[src/rtl/ham_scrub_ctrl.sv]
// Hamming scrub controller: READ/LOAD/WAIT/FIX per word (4+FIX_LAT-1 cycles), host access preempts only between words.
// HAM_SCRUB_WRITEBACK_EN compiles in writeback of corrected words; without it the pass is a read-only audit.
module ham_scrub_ctrl #(
    parameter int DEPTH   = 16,
    parameter int FIX_LAT = 1
) (
    input  logic                       clock,
    input  logic                       reset,
    input  logic                       start,
    input  logic                       clr_cnt,
    input  logic                       host_req,
    output logic                       host_gnt,
    output logic                       busy,
    output logic                       done,
    output logic [$clog2(DEPTH)-1:0]   mem_addr,
    output logic                       mem_rd,
    input  logic [15:1]                mem_rdata,
    output logic                       mem_wr,
    output logic [15:1]                mem_wdata,
    output logic [15:1]                ham_out,
    input  logic [15:1]                ham_fixed,
    output logic [7:0]                 err_count
);
    localparam int AW = $clog2(DEPTH);

    typedef enum logic [2:0] {
        IDLE, READ, LOAD, WAIT, FIX, DONE, HOST
    } state_t;

    state_t        state, state_nxt;
    logic [AW-1:0] addr;
    logic [2:0]    wait_cnt;
    logic          susp;
    logic          mismatch;
    logic          last;

    assign mismatch = (ham_fixed != ham_out);
    assign last     = (addr == AW'(DEPTH - 1));
    assign mem_addr = addr;

    always_ff @(posedge clock) begin
        if (reset) state <= IDLE;
        else       state <= state_nxt;
    end

    always_comb begin
        state_nxt = state;
        host_gnt  = 1'b0;
        busy      = 1'b0;
        done      = 1'b0;
        mem_rd    = 1'b0;
        mem_wr    = 1'b0;
        mem_wdata = '0;
        case (state)
            IDLE: begin
                if (host_req)   state_nxt = HOST;
                else if (start) state_nxt = READ;
            end
            READ: begin
                busy      = 1'b1;
                mem_rd    = 1'b1;
                state_nxt = LOAD;
            end
            LOAD: begin
                busy      = 1'b1;
                state_nxt = WAIT;
            end
            WAIT: begin
                busy = 1'b1;
                if (wait_cnt == 3'd0) state_nxt = FIX;
            end
            FIX: begin
                busy = 1'b1;
`ifdef HAM_SCRUB_WRITEBACK_EN
                mem_wr    = mismatch;
                mem_wdata = ham_fixed;
`endif
                if (last)          state_nxt = DONE;
                else if (host_req) state_nxt = HOST;
                else               state_nxt = READ;
            end
            DONE: begin
                busy      = 1'b1;
                done      = 1'b1;
                state_nxt = host_req ? HOST : IDLE;
            end
            HOST: begin
                host_gnt = 1'b1;
                busy     = susp;
                if (!host_req) state_nxt = susp ? READ : IDLE;
            end
            default: state_nxt = IDLE;
        endcase
    end

    // susp marks a pass parked in HOST so that release resumes at the next address
    always_ff @(posedge clock) begin
        if (reset) begin
            addr     <= '0;
            ham_out  <= '0;
            wait_cnt <= '0;
            susp     <= 1'b0;
        end else begin
            case (state)
                IDLE: addr <= '0;
                LOAD: begin
                    ham_out  <= mem_rdata;
                    wait_cnt <= 3'(FIX_LAT - 1);
                end
                WAIT: if (wait_cnt != 3'd0) wait_cnt <= wait_cnt - 3'd1;
                FIX: begin
                    if (!last) begin
                        addr <= addr + 1'b1;
                        if (host_req) susp <= 1'b1;
                    end
                end
                DONE: addr <= '0;
                HOST: if (!host_req) susp <= 1'b0;
                default: ;
            endcase
        end
    end

    always_ff @(posedge clock) begin
        if (reset)
            err_count <= 8'd0;
        else if (clr_cnt)
            err_count <= 8'd0;
        else if (state == FIX && mismatch && err_count != 8'hFF)
            err_count <= err_count + 8'd1;
    end
endmodule

[config.mk]
export PLATFORM = sky130hd
export DESIGN_NAME = ham_scrub_ctrl
export DESIGN_NICKNAME = d
export VERILOG_FILES = /design/src/rtl/ham_scrub_ctrl.sv
export SDC_FILE = /design/constraint.sdc
export NUM_CORES = 1
export LEC_CHECK = 0
export BUFFER_PORTS_ARGS = -buffer_cell sky130_fd_sc_hd__buf_2
export CAP_MARGIN = 20
export CORE_MARGIN = 2
export CORE_UTILIZATION = 42
export DETAILED_ROUTE_END_ITERATION = 10
export GPL_ROUTABILITY_DRIVEN = 0
export MAX_ROUTING_LAYER = met4
export PLACE_DENSITY = 0.72
export SLEW_MARGIN = 20
export SYNTH_ARGS = -nofsm -noshare
export SYNTH_HDL_FRONTEND = slang
export SYNTH_SLANG_ARGS = --single-unit
export TNS_END_PERCENT = 50
[constraint.sdc]
create_clock -name clock -period 2.2 [get_ports clock]
set_input_delay 0.66 -clock clock [delete_from_list [all_inputs] [get_ports clock]]
set_output_delay 0.66 -clock clock [all_outputs]
set_load 0.02 [all_outputs]
---- Word level (Yosys, flattened, before mapping) ----
Cells that the tools add are included.
cells by class
  add/subtract/negate cells ............... 3
  equality and inequality tests ........... 15
  muxes and demuxes ....................... 21
  reductions and logical operators ........ 15
operators with widths
  cell                                                              number
  3-bit 2-to-1 mux                                                  8
  3-bit case mux with 7 select lines                                1
  15-bit inequality test                                            1
  2-bit inequality test (second input constant)                     5
  3-bit == test (second input constant)                             3
  8-bit by 1-bit adder with 8-bit output (second input constant)    1
  8-bit inequality test (second input constant)                     1
  4-bit case mux with 2 select lines                                1
  1-bit 2-to-1 mux                                                  7
  3-bit by 2-bit == test with 1-bit output (second input constant)  2
  3-bit zero test                                                   2
  3-bit case mux with 2 select lines                                1
  2-bit nonzero test                                                3
  5-bit OR reduction                                                1
  4-bit by 1-bit adder with 4-bit output (second input constant)    1
  4-bit == test (second input constant)                             1
  4-bit 2-to-1 mux                                                  1
  1-bit case mux with 2 select lines                                2
  2-bit AND reduction                                               2
  4-bit AND reduction                                               1
  2-bit OR reduction                                                2
  3-bit by 1-bit == test with 1-bit output (second input constant)  1
  3-bit inequality test (second input constant)                     1
  3-bit AND reduction                                               1
  3 further kinds                                                   4
word-level totals
  register bits after elaboration ......... 34
  input port bits ......................... 35
  output and inout bits ................... 47
  word-level logic and storage cells ...... 60

---- Depth between registers and ports, before layout ----
  depth after elaboration ................. 4
  gate-level depth with buffers ........... 8
  depth with buffers taken out ............ 7

---- Least setup slack after synthesis ----
OpenSTA, ideal clock, no wires.
  kind .................................... input to register
  start ................................... input ham_fixed[7] (netlist name)
  end ..................................... register err_count[6]
  setup time .............................. 0.079 ns
  arrival ................................. 1.977 ns
  data required time ...................... 2.121 ns
  setup slack ............................. 0.144 ns
  stages on the path ...................... 6
  buffers on the path ..................... 0
  cells stage by stage .................... xor2_1 -> nor4_1 -> nand2_1 -> o41ai_4 -> nor3_1 -> a211oi_2
on the way
  longest elaborated chain between the ends .. 3
RTL lines
  element                         line  RTL
  start, declared                 21    input logic [15:1] ham_fixed,
  15-bit inequality test          37    assign mismatch = (ham_fixed != ham_out);
  1-bit logical AND (2 in a row)  129   else if (state == FIX && mismatch && err_count != 8'hFF)
  end signal, assigned            130   err_count <= err_count + 8'd1;
  end, declared                   22    output logic [7:0] err_count
No other way between the ends.
A chain may end at the register's enable or synchronous reset.

---- Worst setup path after layout ----
  start ................................... register state[0]
  end ..................................... output mem_rd
on the way
  longest elaborated chain between the ends .. 2
RTL lines
  element                                   line  RTL
  start, declared                           30    state_t state, state_nxt;
  start signal, assigned                    43    else state <= state_nxt;
  3-bit by 1-bit == test with 1-bit output  54    case (state)
  1-bit 2-to-1 mux                          54
  end, declared                             16    output logic mem_rd,
No other way between the ends.

==> metrics <==
Detail Route Antenna Nets 0; dpl ws -0.0902 ns; commonest non-fill, non-tap cell in the layout buf_2; total of max-cap violations 0; endpoints failing setup 0; Nets 352; Fin Clk Skew 0.00362 ns; critical path, cell by cell nor2b_1 > nor2b_1 > buf_2; TritonRoute pass-1 iters 4; critical path startpoint category register; crit path max-delay cell type dfxtp_2; GRT overflow 0; predominant post-synthesis flop cell dfxtp_1; Clock Latency Late Sink 0.28 ns; IO Pins 82; Tmin final 2.07 ns; worst path required time 1.54 ns; initial core utilization 43.8%; Max rail drop VDD 0.378 mV; RSZ-0062 raised after global routing no; CP delay by family, top simple AND/OR/NAND/NOR gates; via count 1807; CP most frequent cell nor2b_1; sequential share of the synthesized area 35.5%; synthesis-to-layout area growth 22.7%; worst setup margin 0.126 ns; die height 71.6 um; status finished clean; crit path DAT 1.41 ns; routed vias/inst 4.94; Tot Pwr 1.60 mW; R2R depth 7; post-layout util 53.7%; Iteration-0 DRC Markers 94; most frequent cells in the layout 65 x buf_2, 43 x nand2_1, 32 x dfxtp_1; global-route wire length before repair 7000 um; H-Tree Depth 2; final worst-path cycle share 94.3%; crit path max fanout 17; WHS Path Cells 2; detailed placer's ending HPWL 3110 um; pwr/cell area 679 mW/mm^2; CTS resizes 1; FP Rows 24; Crit. End Element output port; Post-synth EDFFs 0; Lkg Pwr 1.06 nW; clock root cell clkbuf_8; yosys synthesis warning count 0; initial antenna violation count 0; drt drc 0; Largest stage delay, worst path 0.47 ns; clk sink count 34; synthesis-stage register bit count 34; hold buffers post-CTS 0; maximum clock rate 0.482 GHz; core area 0.00438 mm^2; Cells after Synth 248; reg-to-reg slack, setup 0.34 ns; routed wire length 4170 um; CTS buffer count 5; # Post-CTS Setup Buffers 0; number of global-route vias before repair 1581; crit path kind register to output port; worst hold path type register to register; CP Depth 3; Avg Synthesized Cell Area 7.74 um^2; post-synthesis cell area 0.00192 mm^2; CTS clk-pin slew, worst paths 0.07 ns; die outline area 0.00513 mm^2; Antenna Cells 0; final hold vios 0; Synth cell types 43; Final Max Slew Viols 0; PortBufs 65; layout cells sized above 1 27.7%; Die W 71.6 um; Synth async-reset ratio 0%; CTS tree yes; gr usage total 17.6%; Critical path buffers and inverters 1; DR WL/cell 11.4 um; clk buf depth 2; pin count of the biggest net entering global routing 28
==> stage by stage <==
step | instances | hold WS [ns] | setup TNS [ns] | cell area [um^2]
after floorplan | 263 | 0.444 | 0 | 1980
after global placement | 358 | 0.450 | -0.163 | 2240
after detailed placement | 358 | 0.462 | -0.236 | 2240
after CTS | 366 | 0.472 | 0 | 2350
after global routing | 366 | 0.505 | 0 | 2350
final | 366 | 0.467 | 0 | 2350
==> tightest hold or removal path: cells and delay by family, from the launching register on <==
family             cells  cell delay [ns]
AOI/OAI and AO/OA      1             0.05
DFF                    1             0.31
and+or+nand+nor        1             0.06
==> final timing paths <==
kind,start,end
max,state[0]$_SDFFE_PP0P_,mem_rd
min,wait_cnt[0]$_SDFFE_PP0P_,wait_cnt[0]$_SDFFE_PP0P_
max reg2reg,ham_out[15]$_SDFFE_PP0P_,err_count[6]$_SDFFE_PP0P_
min reg2reg,wait_cnt[0]$_SDFFE_PP0P_,wait_cnt[0]$_SDFFE_PP0P_
==> sequential cells by signal, indices dropped and copies added (netlist names) <==
name / count
susp: 1
mem_addr: 4
ham_out: 15
err_count: 8
state: 3
wait_cnt: 3
==> logic make-up after synthesis <==
family / share of synthesized area, %
flip-flops: 35.5
AO/OA/AOI/OAI: 16.8
AND/OR/NAND/NOR: 26.5
XOR/XNOR: 8.21
other: 0.195
multiplexers: 0.522
adder cells (fa/ha/maj): 2.61
buffers and inverters: 9.78
==> cells in the mapped netlist (4+ instances only) <==
cell | instances | share of area [%]
nand2_1 | 43 | 8.4
a21oi_1 | 25 | 6.5
nor2_1 | 16 | 3.1
buf_4 | 16 | 6.3
nor4_1 | 4 | 1.3
nor3_1 | 5 | 1.3
clkbuf_1 | 9 | 1.8
ha_1 | 4 | 2.6
dfxtp_1 | 34 | 35
inv_1 | 7 | 1.4
xnor2_1 | 6 | 2.7
nand3_1 | 8 | 2.1
o21ai_0 | 9 | 2.3
or3_1 | 7 | 2.3
xor2_1 | 12 | 5.5
==> area by class of cell <==
type	count	area (um^2)
fill	442	2030
multi-input combinational	195	1110
sequential	34	683
timing repair buffer	70	363
clock buffer	8	110
tap	52	65.1
inverter	7	26.3
==> metal layers <==
metal	wire (um)	global-route usage, %	part of all wire (%)	vias up
met3	273	4.22	6.5	8
met5	0	-	0	-
met2	1950	27.8	47	51
met4	68	7.76	1.6	0
met1	1880	21.3	45	798
li1	-	-	-	950
==> report_power, final <==
group          internal (mW)  switching (mW)
clock                  0.316           0.219
combinational          0.140           0.219
sequential             0.654          0.0497
total                   1.11           0.488
(Power assumes the default switching activity.)
